===== config.mk =====
export PLATFORM = sky130hd
export DESIGN_NAME = axi_stream_head_body_split_flat
export DESIGN_NICKNAME = d
export VERILOG_FILES = /design/src/rtl/axi_stream_head_body_split_pkg.sv /design/src/rtl/axi_stream_head_body_split_if.sv /design/src/rtl/axis_reg_slice_1.sv /design/src/rtl/axi_stream_head_body_split.sv /design/src/flat_wrapper.sv
export SDC_FILE = /design/constraint.sdc
export NUM_CORES = 1
export LEC_CHECK = 0
export BUFFER_PORTS_ARGS = -buffer_cell sky130_fd_sc_hd__buf_2
export CAP_MARGIN = 0
export CORE_ASPECT_RATIO = 0.5
export CORE_MARGIN = 4
export CORE_UTILIZATION = 45
export CTS_CLUSTER_DIAMETER = 40
export CTS_CLUSTER_SIZE = 28
export DETAILED_ROUTE_END_ITERATION = 8
export PLACE_DENSITY = 0.68
export SLEW_MARGIN = 10
export SYNTH_ARGS = -nofsm -noshare
export SYNTH_HDL_FRONTEND = slang
export SYNTH_SLANG_ARGS = --single-unit
export TNS_END_PERCENT = 100

===== constraint.sdc =====
create_clock -name aclk -period 5.7 [get_ports aclk]
set_clock_uncertainty 0.05 [all_clocks]
set_input_delay 0.285 -clock aclk [delete_from_list [all_inputs] [get_ports aclk]]
set_output_delay 0.285 -clock aclk [all_outputs]
set_load 0.05 [all_outputs]

===== src/rtl/axi_stream_head_body_split_pkg.sv =====
// axi_stream_head_body_split_pkg: shared helper for AXI-stream side-band widths
package axi_stream_head_body_split_pkg;

    // tkeep width for a given tdata width, never narrower than one bit
    function automatic int ksize(input int dsize);
        return (dsize / 8 > 0) ? dsize / 8 : 1;
    endfunction

endpackage


===== src/rtl/axi_stream_head_body_split_if.sv =====
// axi_stream_inf: AXI-stream bundle carrying its own clock, reset and clock enable
interface axi_stream_inf
    import axi_stream_head_body_split_pkg::*;
#(
    parameter int DSIZE = 8
) (
    input logic aclk,
    input logic aresetn,
    input logic aclken
);

    localparam int KSIZE = ksize(DSIZE);

    logic [DSIZE-1:0] tdata;
    logic [KSIZE-1:0] tkeep;
    logic             tuser;
    logic             tlast;
    logic             tvalid;
    logic             tready;

    modport master (
        input  aclk, aresetn, aclken, tready,
        output tdata, tkeep, tuser, tlast, tvalid
    );

    modport slaver (
        input  aclk, aresetn, aclken, tdata, tkeep, tuser, tlast, tvalid,
        output tready
    );

endinterface


===== src/rtl/axis_reg_slice_1.sv =====
// axis_reg_slice_1: one-entry output register that holds its payload while stalled
module axis_reg_slice_1 #(
    parameter int W = 8
) (
    input  logic         clk,
    input  logic         rst_n,
    input  logic         en,
    input  logic         s_valid,
    output logic         s_ready,
    input  logic [W-1:0] s_payload,
    output logic         m_valid,
    input  logic         m_ready,
    output logic [W-1:0] m_payload
);

    logic         valid_q, valid_d;
    logic [W-1:0] payload_q, payload_d;

    assign s_ready   = !valid_q || m_ready;
    assign m_valid   = valid_q;
    assign m_payload = payload_q;

    // load a new beat when accepted, otherwise retire the held beat once taken
    always_comb begin
        valid_d   = valid_q;
        payload_d = payload_q;
        if (en && s_valid && s_ready) begin
            valid_d   = 1'b1;
            payload_d = s_payload;
        end else if (en && m_ready) begin
            valid_d = 1'b0;
        end
    end

    // register with asynchronous clear that discards any in-flight beat
    always_ff @(posedge clk or negedge rst_n) begin
        if (!rst_n) begin
            valid_q   <= 1'b0;
            payload_q <= '0;
        end else begin
            valid_q   <= valid_d;
            payload_q <= payload_d;
        end
    end

endmodule


===== src/rtl/axi_stream_head_body_split.sv =====
// axi_stream_head_body_split: routes the first head_len beats of each packet to head_inf, the rest to body_inf
module axi_stream_head_body_split
    import axi_stream_head_body_split_pkg::*;
#(
    parameter int DSIZE = 8
) (
    input  logic [15:0]        head_len,
    axi_stream_inf.slaver      s00,
    axi_stream_inf.master      head_inf,
    axi_stream_inf.master      body_inf,
    output logic               short_pkt
);

    localparam int KSIZE = ksize(DSIZE);
    localparam int W     = DSIZE + KSIZE + 2;

    typedef enum logic {HEAD, BODY} state_t;

    state_t      state_q, state_d;
    logic [15:0] hcnt_q, hcnt_d;
    logic [15:0] len_q, len_d;
    logic        short_q, short_d;
    logic        first, to_body, head_hit, acc, h_load, b_load, h_ready, b_ready;
    logic [15:0] len_eff;
    logic [W-1:0] h_in, b_in, h_out, b_out;

    // a packet start in HEAD uses the live head_len; later beats use the latched length
    assign first    = (state_q == HEAD) && (hcnt_q == 16'd0);
    assign len_eff  = first ? head_len : len_q;
    assign to_body  = (state_q == BODY) || (first && head_len == 16'd0);
    assign head_hit = hcnt_q == len_eff - 16'd1;

    // FSM, beat counter, latched length and short-packet pulse registers
    always_ff @(posedge s00.aclk or negedge s00.aresetn) begin
        if (!s00.aresetn) begin
            state_q <= HEAD;
            hcnt_q  <= '0;
            len_q   <= '0;
            short_q <= 1'b0;
        end else begin
            state_q <= state_d;
            hcnt_q  <= hcnt_d;
            len_q   <= len_d;
            short_q <= short_d;
        end
    end

    // next state: advance through the head, switch to body on the last head beat, return on tlast
    always_comb begin
        state_d = state_q;
        hcnt_d  = hcnt_q;
        len_d   = len_q;
        if (acc && first)
            len_d = head_len;
        if (b_load) begin
            state_d = s00.tlast ? HEAD : BODY;
            hcnt_d  = '0;
        end else if (h_load) begin
            state_d = (head_hit && !s00.tlast) ? BODY : HEAD;
            hcnt_d  = (head_hit || s00.tlast) ? 16'd0 : hcnt_q + 16'd1;
        end
    end

    // outputs: ready follows the selected slice only, beats are steered, short packets flagged
    always_comb begin
        s00.tready = s00.aclken && (to_body ? b_ready : h_ready);
        acc        = s00.tvalid && s00.tready;
        h_load     = acc && !to_body;
        b_load     = acc && to_body;
        short_d    = s00.aclken ? (h_load && s00.tlast && hcnt_q < len_eff - 16'd1) : short_q;
        h_in       = {s00.tuser, s00.tlast || head_hit, s00.tkeep, s00.tdata};
        b_in       = {s00.tuser, s00.tlast, s00.tkeep, s00.tdata};
    end

    assign short_pkt = short_q;

    axis_reg_slice_1 #(.W(W)) u_head (
        .clk       (s00.aclk),
        .rst_n     (s00.aresetn),
        .en        (s00.aclken),
        .s_valid   (h_load),
        .s_ready   (h_ready),
        .s_payload (h_in),
        .m_valid   (head_inf.tvalid),
        .m_ready   (head_inf.tready),
        .m_payload (h_out)
    );

    axis_reg_slice_1 #(.W(W)) u_body (
        .clk       (s00.aclk),
        .rst_n     (s00.aresetn),
        .en        (s00.aclken),
        .s_valid   (b_load),
        .s_ready   (b_ready),
        .s_payload (b_in),
        .m_valid   (body_inf.tvalid),
        .m_ready   (body_inf.tready),
        .m_payload (b_out)
    );

    assign {head_inf.tuser, head_inf.tlast, head_inf.tkeep, head_inf.tdata} = h_out;
    assign {body_inf.tuser, body_inf.tlast, body_inf.tkeep, body_inf.tdata} = b_out;

endmodule


===== src/flat_wrapper.sv =====
// flat-port wrapper written by rule: the top's interface ports become plain ports
module axi_stream_head_body_split_flat import axi_stream_head_body_split_pkg::*;
#(
    parameter int DSIZE = 8
)
  (head_len, short_pkt, aclk, aresetn, aclken, s00_tdata, s00_tkeep, s00_tuser, s00_tlast, s00_tvalid, s00_tready, head_inf_tready, head_inf_tdata, head_inf_tkeep, head_inf_tuser, head_inf_tlast, head_inf_tvalid, body_inf_tready, body_inf_tdata, body_inf_tkeep, body_inf_tuser, body_inf_tlast, body_inf_tvalid);
  axi_stream_inf #(.DSIZE(DSIZE)) s00_i (.aclk(aclk), .aresetn(aresetn), .aclken(aclken));
  axi_stream_inf #(.DSIZE(DSIZE)) head_inf_i (.aclk(aclk), .aresetn(aresetn), .aclken(aclken));
  axi_stream_inf #(.DSIZE(DSIZE)) body_inf_i (.aclk(aclk), .aresetn(aresetn), .aclken(aclken));
  input  logic [15:0] head_len;
  output logic short_pkt;
  input wire logic aclk;
  input wire logic aresetn;
  input wire logic aclken;
  input wire logic [$bits(s00_i.tdata)-1:0] s00_tdata;
  input wire logic [$bits(s00_i.tkeep)-1:0] s00_tkeep;
  input wire logic [$bits(s00_i.tuser)-1:0] s00_tuser;
  input wire logic [$bits(s00_i.tlast)-1:0] s00_tlast;
  input wire logic [$bits(s00_i.tvalid)-1:0] s00_tvalid;
  output wire logic [$bits(s00_i.tready)-1:0] s00_tready;
  input wire logic [$bits(head_inf_i.tready)-1:0] head_inf_tready;
  output wire logic [$bits(head_inf_i.tdata)-1:0] head_inf_tdata;
  output wire logic [$bits(head_inf_i.tkeep)-1:0] head_inf_tkeep;
  output wire logic [$bits(head_inf_i.tuser)-1:0] head_inf_tuser;
  output wire logic [$bits(head_inf_i.tlast)-1:0] head_inf_tlast;
  output wire logic [$bits(head_inf_i.tvalid)-1:0] head_inf_tvalid;
  input wire logic [$bits(body_inf_i.tready)-1:0] body_inf_tready;
  output wire logic [$bits(body_inf_i.tdata)-1:0] body_inf_tdata;
  output wire logic [$bits(body_inf_i.tkeep)-1:0] body_inf_tkeep;
  output wire logic [$bits(body_inf_i.tuser)-1:0] body_inf_tuser;
  output wire logic [$bits(body_inf_i.tlast)-1:0] body_inf_tlast;
  output wire logic [$bits(body_inf_i.tvalid)-1:0] body_inf_tvalid;
  assign s00_i.tdata = s00_tdata;
  assign s00_i.tkeep = s00_tkeep;
  assign s00_i.tuser = s00_tuser;
  assign s00_i.tlast = s00_tlast;
  assign s00_i.tvalid = s00_tvalid;
  assign s00_tready = s00_i.tready;
  assign head_inf_i.tready = head_inf_tready;
  assign head_inf_tdata = head_inf_i.tdata;
  assign head_inf_tkeep = head_inf_i.tkeep;
  assign head_inf_tuser = head_inf_i.tuser;
  assign head_inf_tlast = head_inf_i.tlast;
  assign head_inf_tvalid = head_inf_i.tvalid;
  assign body_inf_i.tready = body_inf_tready;
  assign body_inf_tdata = body_inf_i.tdata;
  assign body_inf_tkeep = body_inf_i.tkeep;
  assign body_inf_tuser = body_inf_i.tuser;
  assign body_inf_tlast = body_inf_i.tlast;
  assign body_inf_tvalid = body_inf_i.tvalid;
  axi_stream_head_body_split #(.DSIZE(DSIZE)) u_core (.head_len(head_len), .s00(s00_i), .head_inf(head_inf_i), .body_inf(body_inf_i), .short_pkt(short_pkt));
endmodule

==> impl_metrics.xml, run 1 <==
<?xml version="1.0" encoding="UTF-8"?>
<metrics>
  <group name="status">
    <metric name="result_of_the_run" unit="">completed</metric>
  </group>
  <group name="global_route">
    <metric name="grt_pass1_wl" unit="um">15000</metric>
    <metric name="grt_use_total" unit="">0.197</metric>
    <metric name="grt_max_degree" unit="">59</metric>
    <metric name="via_count_of_the_first_global_routing_pass" unit="">3056</metric>
    <metric name="grt_antenna_before_repair" unit="">0</metric>
    <metric name="residual_overflow_from_global_routing" unit="">0</metric>
  </group>
  <group name="flow_run">
    <metric name="max_cap_viol_count" unit="">0</metric>
  </group>
  <group name="cts">
    <metric name="worst_skew_pair.late_latency" unit="ns">0.33</metric>
    <metric name="clkSinkCount" unit="">58</metric>
    <metric name="cts.repair_timing.setup_buffer_count" unit="">0</metric>
    <metric name="cts_max_path_buffers" unit="">2</metric>
    <metric name="tritoncts.num_buffers" unit="">9</metric>
    <metric name="clock_tree.root_cell" unit="">sky130_fd_sc_hd__clkbuf_16</metric>
    <metric name="clkSlewWorstSetupHoldPaths" unit="ns">0.05</metric>
    <metric name="htreeDepth" unit="">3</metric>
    <metric name="tritoncts" unit="">built</metric>
  </group>
  <group name="yosys">
    <metric name="synth_top_cell_by_area" unit="">sky130_fd_sc_hd__dfrtp_1</metric>
    <metric name="synth_compound_area_frac" unit="">0.122</metric>
    <metric name="synthFlopType" unit="">sky130_fd_sc_hd__dfrtp_1</metric>
    <metric name="postSynthAreaPerCell" unit="um2">10.2</metric>
    <metric name="synth.mux.area_fraction" unit="">0.164</metric>
    <metric name="largest_family_of_logic_cells_by_synthesized_area" unit="">simple AND/OR/NAND/NOR gates</metric>
    <metric name="syn-num-nets" unit="">408</metric>
    <metric name="async_reset_ff_frac" unit="">1.00</metric>
    <metric name="synth.yosys.seq_area_share" unit="">0.400</metric>
    <metric name="synth_area" unit="um2">3630</metric>
    <metric name="synthAdderAreaFrac" unit="">0.0654</metric>
    <metric name="synth_top_area_frac" unit="">0.400</metric>
    <metric name="post_synth_and_or_nand_nor_area_fraction" unit="">0.174</metric>
    <metric name="post_synth_xor_area_fraction" unit="">0.0506</metric>
    <metric name="synth.most_common_cell" unit="">sky130_fd_sc_hd__dfrtp_1</metric>
    <metric name="synthTopCellsByCount" unit="">sky130_fd_sc_hd__dfrtp_1 (58), sky130_fd_sc_hd__mux2_2 (37), sky130_fd_sc_hd__nand2_1 (30), sky130_fd_sc_hd__nor2_1 (23)</metric>
    <metric name="synthesis.instances" unit="">356</metric>
    <metric name="synth-warning-count" unit="">0</metric>
    <metric name="yosys.cell_types.count" unit="">45</metric>
    <metric name="synth_register_bits" unit="">58</metric>
    <metric name="post_synth_main_area_contributors" unit="">sky130_fd_sc_hd__dfrtp_1 (40%), sky130_fd_sc_hd__mux2_2 (11%), sky130_fd_sc_hd__ha_1 (6.5%)</metric>
    <metric name="synth_enable_flop_cells" unit="">0</metric>
  </group>
  <group name="layout">
    <metric name="design.final.nets" unit="">471</metric>
    <metric name="final-seq-area" unit="um2">1450</metric>
    <metric name="antennaDiodeCount" unit="">0</metric>
    <metric name="final_core_utilization" unit="">0.573</metric>
    <metric name="drive_gt1_frac" unit="">0.297</metric>
    <metric name="flow.area_growth_from_synthesis" unit="%">19.4</metric>
    <metric name="design_area" unit="um2">4340</metric>
    <metric name="num-fill-cells" unit="">650</metric>
    <metric name="multiInputGateArea" unit="um2">2110</metric>
  </group>
  <group name="floorplanning">
    <metric name="boundaryPins" unit="">59</metric>
    <metric name="dieWidth" unit="um">135</metric>
    <metric name="floorplan.initialDensity" unit="">0.480</metric>
    <metric name="std_cell_rows" unit="">22</metric>
    <metric name="die_height" unit="um">71.5</metric>
    <metric name="coreArea" unit="um2">7570</metric>
    <metric name="floorplan.die_area" unit="um2">9660</metric>
  </group>
  <group name="placed_design">
    <metric name="dpl-instance-area" unit="um2">4050</metric>
    <metric name="buffer_ports.inserted" unit="">58</metric>
    <metric name="place.gp.congestion" unit="">0.916</metric>
    <metric name="detailedPlace.worstSlack" unit="ns">0.382</metric>
    <metric name="dp_hpwl" unit="um">6610</metric>
  </group>
  <group name="critical_path">
    <metric name="critical_path.max_fanout" unit="">18</metric>
    <metric name="critPathLaunchType" unit="">flop</metric>
    <metric name="cp.arrival" unit="ns">5.31</metric>
    <metric name="cp-end-kind" unit="">flop</metric>
    <metric name="critPathKind" unit="">reg2reg</metric>
    <metric name="regToRegSetupSlack" unit="ns">0.59</metric>
    <metric name="required" unit="ns">5.90</metric>
  </group>
  <group name="routing">
    <metric name="drt_first_iter_violations" unit="">294</metric>
    <metric name="routed-via-count" unit="">3050</metric>
    <metric name="drt-vias-per-instance" unit="">5.73</metric>
    <metric name="average_wire_per_cell_in_the_routed_design" unit="um">16.6</metric>
    <metric name="drtPass1Iterations" unit="">5</metric>
    <metric name="antenna_left" unit="">0</metric>
    <metric name="drcViolationCount" unit="">0</metric>
    <metric name="routed_wl" unit="um">8860</metric>
  </group>
  <group name="sta">
    <metric name="max-slew-margin-rel" unit="">0.415</metric>
    <metric name="tns" unit="ns">0</metric>
    <metric name="timing.final.setup_violations" unit="">0</metric>
    <metric name="final.setup.worst_slack" unit="ns">0.586</metric>
    <metric name="rsz_0062_raised_after_global_routing" unit="">false</metric>
    <metric name="timing.fmax" unit="MHz">196</metric>
    <metric name="final_min_period_over_clock_period" unit="">0.897</metric>
    <metric name="number_of_pins_exceeding_their_max_slew_limit_in_the_final_report" unit="">0</metric>
    <metric name="timing_worst_slew_pin_value" unit="ns">0.878</metric>
    <metric name="hold_viol_final" unit="">0</metric>
    <metric name="min_period" unit="ns">5.11</metric>
  </group>
  <group name="power_and_ir_drop">
    <metric name="pwr_density_cell" unit="nW/um2">382</metric>
    <metric name="worst_ir_drop_vdd" unit="mV">0.296</metric>
    <metric name="total_power" unit="mW">1.65</metric>
    <metric name="leakagePower" unit="nW">2.05</metric>
  </group>
  <group name="min_path">
    <metric name="timing.hold.worst.class" unit="">in2async</metric>
  </group>
</metrics>
==> layout make-up <==
| class | instances | area share |
|---|---|---|
| Multi-Input combinational cell | 278 | 0.487 |
| Sequential cell | 58 | 0.335 |
| Timing Repair Buffer | 64 | 0.0773 |
| Clock buffer | 11 | 0.0560 |
| Tap cell | 108 | 0.0312 |
| Clock inverter | 5 | 0.00693 |
| Inverter | 8 | 0.00693 |
==> worst paths after layout <==
path                       cells past startpoint                                endpoint                              startpoint
setup / recovery                              19            u_core.hcnt_q[4]$_DFFE_PN0P_            u_core.hcnt_q[0]$_DFFE_PN0P_
hold / removal                                 2  u_core.u_head.m_payload[7]$_DFFE_PN0P_                                 aresetn
setup reg to reg                              19            u_core.hcnt_q[4]$_DFFE_PN0P_            u_core.hcnt_q[0]$_DFFE_PN0P_
hold reg to reg                                1  u_core.u_head.m_payload[9]$_DFFE_PN0P_  u_core.u_head.m_payload[9]$_DFFE_PN0P_
max in group asynchronous                      2           u_core.hcnt_q[15]$_DFFE_PN0P_                                 aresetn
min in group aclk                              2              u_core.state_q$_DFFE_PN0P_                               s00_tlast
==> cells by family after synthesis <==
kind of cell    count (synthesis)
buf+inv                        20
fa+ha+maj                      19
simple gates                  120
xor+xnor                       21
flops                          58
compound gates                 63
mux                            55
==> layer usage <==
metal  GRT usage  wire length (um)
met3      0.0715               621
met5           0                 0
met1       0.253              4030
met4      0.0737               134
met2       0.308              4070
==> repair_timing <==
item                       in CTS  in global routing
hold buffers                    0                  0
resized for setup               0                  4
setup endpoints to repair       0                 15
==> sequential cells by signal, indices dropped and copies added (netlist names) <==
register	count
u_core.u_head.m_payload	11
u_core.hcnt_q	16
u_core.u_body.m_valid	1
u_core.state_q	1
u_core.u_head.m_valid	1
u_core.short_pkt	1
u_core.len_q	16
u_core.u_body.m_payload	11
==> where the power goes <==
group,total [mW],leakage [nW],internal [mW],switching [mW]
clock network,0.491,0.131,0.303,0.189
logic,0.616,1.17,0.217,0.399
registers,0.548,0.743,0.485,0.0623
==> cell usage in the layout, fill, tap and decap left out, types with 4 or more instances in the layout <==
cell type / n
sky130_fd_sc_hd__nor4_1: 12
sky130_fd_sc_hd__nand4_1: 6
sky130_fd_sc_hd__clkbuf_16: 9
sky130_fd_sc_hd__nor3_1: 12
sky130_fd_sc_hd__mux2_2: 37
sky130_fd_sc_hd__mux2i_1: 17
sky130_fd_sc_hd__dfrtp_1: 58
sky130_fd_sc_hd__buf_2: 58
sky130_fd_sc_hd__o41ai_1: 4
sky130_fd_sc_hd__xnor2_1: 8
sky130_fd_sc_hd__o211ai_1: 5
sky130_fd_sc_hd__nor2_1: 23
sky130_fd_sc_hd__o31ai_1: 10
sky130_fd_sc_hd__nand3_1: 8
sky130_fd_sc_hd__o21ai_0: 19
sky130_fd_sc_hd__ha_1: 19
sky130_fd_sc_hd__xor2_1: 13
sky130_fd_sc_hd__nand2_1: 30
sky130_fd_sc_hd__buf_4: 6
sky130_fd_sc_hd__nor2b_1: 6
sky130_fd_sc_hd__inv_1: 8
sky130_fd_sc_hd__a21oi_1: 8
==> worst max-delay path, stage by stage, from the launching register on <==
cell	delay, ns
sky130_fd_sc_hd__dfrtp_1	0.43
sky130_fd_sc_hd__inv_1	0.10
sky130_fd_sc_hd__ha_1	0.14
sky130_fd_sc_hd__nor4b_1	0.33
sky130_fd_sc_hd__nand4_1	0.23
sky130_fd_sc_hd__buf_4	0.28
sky130_fd_sc_hd__mux2i_1	0.17
sky130_fd_sc_hd__ha_1	0.25
sky130_fd_sc_hd__nor4b_2	0.31
sky130_fd_sc_hd__mux2i_2	0.23
sky130_fd_sc_hd__nor4_1	0.34
sky130_fd_sc_hd__xor2_1	0.13
sky130_fd_sc_hd__mux2i_1	0.26
sky130_fd_sc_hd__ha_1	0.28
sky130_fd_sc_hd__nand4_1	0.14
sky130_fd_sc_hd__o41ai_1	0.10
sky130_fd_sc_hd__a311o_2	0.48
sky130_fd_sc_hd__buf_4	0.20
sky130_fd_sc_hd__or4_1	0.47
sky130_fd_sc_hd__o211ai_1	0.10
==> through the flow <==
stage	hold slack [ns]	cells
after floorplan	-0.0606	356
after global placement	0.413	516
after detailed placement	0.434	516
after CTS	0.0800	532
after global routing	0.118	532
final	0.0492	532
Power figures use the tool's default switching activity.
==> run 2, diff against run 1 <==
--- a/config.mk
+++ b/config.mk
@@ -5,8 +5,9 @@
 export SDC_FILE = /design/constraint.sdc
 export NUM_CORES = 1
 export LEC_CHECK = 0
+export ABC_AREA = 1
 export BUFFER_PORTS_ARGS = -buffer_cell sky130_fd_sc_hd__buf_2
-export CAP_MARGIN = 0
+export CAP_MARGIN = 30
 export CORE_ASPECT_RATIO = 0.5
 export CORE_MARGIN = 4
 export CORE_UTILIZATION = 45
==> impl_metrics.xml, run 2 <==
<?xml version="1.0" encoding="UTF-8"?>
<metrics>
  <group name="flow_run">
    <metric name="max_cap_viol_count" unit="">0</metric>
  </group>
  <group name="yosys">
    <metric name="synth_top_area_frac" unit="">0.359</metric>
    <metric name="synth_top_cell_by_area" unit="">sky130_fd_sc_hd__dfrtp_1</metric>
    <metric name="synth_register_bits" unit="">58</metric>
    <metric name="synth_enable_flop_cells" unit="">0</metric>
    <metric name="yosys.cell_types.count" unit="">29</metric>
    <metric name="synth_area" unit="um2">4040</metric>
    <metric name="async_reset_ff_frac" unit="">1.00</metric>
    <metric name="synthesis.instances" unit="">552</metric>
    <metric name="synth.yosys.seq_area_share" unit="">0.359</metric>
    <metric name="synthTopCellsByCount" unit="">sky130_fd_sc_hd__nand2_1 (192), sky130_fd_sc_hd__dfrtp_1 (58), sky130_fd_sc_hd__inv_1 (51), sky130_fd_sc_hd__nor2_1 (39), sky130_fd_sc_hd__nand4_1 (37)</metric>
    <metric name="post_synth_main_area_contributors" unit="">sky130_fd_sc_hd__dfrtp_1 (36%), sky130_fd_sc_hd__nand2_1 (18%), sky130_fd_sc_hd__ha_1 (5.9%)</metric>
    <metric name="syn-num-nets" unit="">604</metric>
    <metric name="synth.most_common_cell" unit="">sky130_fd_sc_hd__nand2_1</metric>
    <metric name="postSynthAreaPerCell" unit="um2">7.32</metric>
    <metric name="synthFlopType" unit="">sky130_fd_sc_hd__dfrtp_1</metric>
    <metric name="synth-warning-count" unit="">0</metric>
  </group>
  <group name="floorplanning">
    <metric name="floorplan.die_area" unit="um2">10700</metric>
    <metric name="die_height" unit="um">75</metric>
    <metric name="coreArea" unit="um2">8740</metric>
    <metric name="floorplan.initialDensity" unit="">0.462</metric>
    <metric name="boundaryPins" unit="">59</metric>
    <metric name="dieWidth" unit="um">142</metric>
    <metric name="std_cell_rows" unit="">24</metric>
  </group>
  <group name="cts">
    <metric name="worst_skew_pair.late_latency" unit="ns">0.33</metric>
    <metric name="cts_max_path_buffers" unit="">2</metric>
    <metric name="clkSinkCount" unit="">58</metric>
    <metric name="cts.repair_timing.setup_buffer_count" unit="">0</metric>
    <metric name="tritoncts" unit="">built</metric>
    <metric name="cts_hold_repair.buffers" unit="">0</metric>
    <metric name="postCtsResizedCells" unit="">0</metric>
    <metric name="clkSlewWorstSetupHoldPaths" unit="ns">0.05</metric>
    <metric name="clock_tree.root_cell" unit="">sky130_fd_sc_hd__clkbuf_16</metric>
    <metric name="htreeDepth" unit="">3</metric>
    <metric name="tritoncts.num_buffers" unit="">9</metric>
  </group>
  <group name="placed_design">
    <metric name="detailedPlace.worstSlack" unit="ns">1.87</metric>
    <metric name="dp_hpwl" unit="um">7580</metric>
    <metric name="buffer_ports.inserted" unit="">58</metric>
    <metric name="dpl-instance-area" unit="um2">4330</metric>
    <metric name="place.gp.congestion" unit="">0.898</metric>
  </group>
  <group name="sta">
    <metric name="rsz_0062_raised_after_global_routing" unit="">false</metric>
    <metric name="max-slew-margin-rel" unit="">0.496</metric>
    <metric name="number_of_pins_exceeding_their_max_slew_limit_in_the_final_report" unit="">0</metric>
    <metric name="hold_viol_final" unit="">0</metric>
    <metric name="min_period" unit="ns">3.93</metric>
    <metric name="final.setup.worst_slack" unit="ns">1.77</metric>
    <metric name="timing_worst_slew_pin_value" unit="ns">0.756</metric>
    <metric name="timing.final.setup_violations" unit="">0</metric>
    <metric name="final_min_period_over_clock_period" unit="">0.690</metric>
    <metric name="tns" unit="ns">0</metric>
    <metric name="timing.fmax" unit="MHz">254</metric>
  </group>
  <group name="power_and_ir_drop">
    <metric name="power_frac_seq" unit="">0.278</metric>
    <metric name="switching_power_of_the_nets" unit="mW">0.844</metric>
    <metric name="p_comb_frac" unit="">0.425</metric>
    <metric name="switching_share" unit="">0.421</metric>
    <metric name="internal_power" unit="mW">1.16</metric>
    <metric name="pwr_density_cell" unit="nW/um2">430</metric>
    <metric name="leakagePower" unit="nW">2.47</metric>
    <metric name="share_clk_of_total_power" unit="">0.297</metric>
    <metric name="worst_ir_drop_vdd" unit="mV">0.270</metric>
    <metric name="total_power" unit="mW">2.01</metric>
  </group>
  <group name="global_route">
    <metric name="residual_overflow_from_global_routing" unit="">0</metric>
    <metric name="grt_antenna_before_repair" unit="">0</metric>
    <metric name="grt_pass1_wl" unit="um">17900</metric>
    <metric name="via_count_of_the_first_global_routing_pass" unit="">3637</metric>
    <metric name="grt_max_degree" unit="">59</metric>
    <metric name="grt_use_total" unit="">0.211</metric>
  </group>
  <group name="critical_path">
    <metric name="cp-end-kind" unit="">flop</metric>
    <metric name="required" unit="ns">5.83</metric>
    <metric name="critPathKind" unit="">reg2reg</metric>
    <metric name="cp.arrival" unit="ns">4.07</metric>
    <metric name="critPathLaunchType" unit="">flop</metric>
    <metric name="critical_path.max_fanout" unit="">14</metric>
  </group>
  <group name="routing">
    <metric name="average_wire_per_cell_in_the_routed_design" unit="um">14.3</metric>
    <metric name="met1_length" unit="um">5020</metric>
    <metric name="drt-vias-per-instance" unit="">5.11</metric>
    <metric name="routed-via-count" unit="">3697</metric>
    <metric name="routed_wl" unit="um">10300</metric>
    <metric name="drcViolationCount" unit="">0</metric>
    <metric name="drtPass1Iterations" unit="">4</metric>
    <metric name="drt_first_iter_violations" unit="">266</metric>
    <metric name="dr_wl_met2" unit="um">4570</metric>
    <metric name="met3_wirelength" unit="um">630</metric>
    <metric name="antenna_left" unit="">0</metric>
    <metric name="top_signal_layer_used" unit="">met4</metric>
  </group>
  <group name="layout">
    <metric name="flow.area_growth_from_synthesis" unit="%">15.4</metric>
    <metric name="final_core_utilization" unit="">0.534</metric>
    <metric name="layout_commonest_cell" unit="">sky130_fd_sc_hd__nand2_1</metric>
    <metric name="design.final.nets" unit="">654</metric>
    <metric name="drive_gt1_frac" unit="">0.194</metric>
    <metric name="antennaDiodeCount" unit="">0</metric>
    <metric name="largest_registers" unit="">u_core.hcnt_q x16, u_core.len_q x16</metric>
    <metric name="num-fill-cells" unit="">837</metric>
    <metric name="design_area" unit="um2">4660</metric>
    <metric name="layout.cells.most_common_list" unit="">sky130_fd_sc_hd__nand2_1 (192), sky130_fd_sc_hd__buf_2 (58), sky130_fd_sc_hd__dfrtp_1 (58)</metric>
  </group>
  <group name="min_path">
    <metric name="timing.hold.worst.class" unit="">in2async</metric>
  </group>
  <group name="status">
    <metric name="result_of_the_run" unit="">completed</metric>
  </group>
</metrics>
run 2: routing by layer:
layer	GRT usage	vias to the layer above
li1	-	1878
met1	0.289	1719
met2	0.336	88
met4	0.0596	0
met5	0	-
met3	0.0546	12
run 2: path summary, 6_finish.rpt:
check | cells after the start | to | startpoint | slack, ns
worst min-delay path | 2 | u_core.hcnt_q[11]$_DFFE_PN0P_ | aresetn | 0.03
max in group asynchronous | 2 | u_core.len_q[6]$_DFFE_PN0P_ | aresetn | 5.04
min in group aclk | 3 | u_core.u_head.m_payload[1]$_DFFE_PN0P_ | s00_tdata[1] | 0.11
worst max-delay path | 25 | u_core.hcnt_q[4]$_DFFE_PN0P_ | u_core.hcnt_q[0]$_DFFE_PN0P_ | 1.77
worst min register to register | 2 | u_core.u_body.m_payload[4]$_DFFE_PN0P_ | u_core.u_body.m_payload[4]$_DFFE_PN0P_ | 0.42
worst max register to register | 25 | u_core.hcnt_q[4]$_DFFE_PN0P_ | u_core.hcnt_q[0]$_DFFE_PN0P_ | 1.77
run 2: worst max-delay path, cell delays in order (launching register included):
cell                      delay [ns]
sky130_fd_sc_hd__dfrtp_1        0.40
sky130_fd_sc_hd__inv_1          0.09
sky130_fd_sc_hd__ha_1           0.20
sky130_fd_sc_hd__inv_1          0.05
sky130_fd_sc_hd__nor2_1         0.04
sky130_fd_sc_hd__nand2_1        0.19
sky130_fd_sc_hd__nor2_4         0.08
sky130_fd_sc_hd__nand2_2        0.21
sky130_fd_sc_hd__nand2_1        0.08
sky130_fd_sc_hd__nand2_1        0.20
sky130_fd_sc_hd__ha_1           0.21
sky130_fd_sc_hd__inv_1          0.07
sky130_fd_sc_hd__nor2_4         0.15
sky130_fd_sc_hd__nand2_2        0.09
sky130_fd_sc_hd__nor2_4         0.14
sky130_fd_sc_hd__nand3_1        0.09
sky130_fd_sc_hd__nand2_1        0.07
sky130_fd_sc_hd__nand2_1        0.05
sky130_fd_sc_hd__ha_1           0.27
sky130_fd_sc_hd__nand2_1        0.06
sky130_fd_sc_hd__nor2_1         0.14
sky130_fd_sc_hd__nand4_1        0.13
sky130_fd_sc_hd__nor2_1         0.14
sky130_fd_sc_hd__nor2_1         0.07
sky130_fd_sc_hd__nand2_1        0.37
sky130_fd_sc_hd__o21ai_0        0.16
run 2: power by group through the flow:
| stage | Combinational (mW) | Sequential (mW) | Clock, mW |
|---|---|---|---|
| 6_report | 0.852 | 0.558 | 0.596 |
| 3_5_place_dp | 0.844 | 0.561 | 0 |
| 5_1_grt | 0.968 | 0.567 | 0.627 |
| 2_1_floorplan | 0.618 | 0.602 | 0 |
| 3_3_place_gp | 0.828 | 0.561 | 0 |
| 4_1_cts | 0.852 | 0.556 | 0.609 |
run 2: logic make-up after synthesis:
family / synth area share
flip-flops: 0.359
XOR/XNOR: 0.0369
AO/OA/AOI/OAI: 0.0440
buffers and inverters: 0.0895
AND/OR/NAND/NOR: 0.412
adder cells (fa/ha/maj): 0.0588
run 2: cell type report:
type / count / area [um2] / area share
Sequential cell: 58 / 1450 / 0.311
Timing Repair Buffer: 59 / 298 / 0.0639
Multi-Input combinational cell: 418 / 2230 / 0.478
Inverter: 56 / 210 / 0.0451
Clock buffer: 12 / 256 / 0.0550
Clock inverter: 4 / 73.8 / 0.0158
Tap cell: 117 / 146 / 0.0314
run 2: metrics by stage:
stage	instances	hold slack, ns
after floorplan	552	-0.0606
after global placement	708	0.400
after detailed placement	708	0.408
after CTS	724	0.0841
after global routing	724	0.105
final	724	0.0349
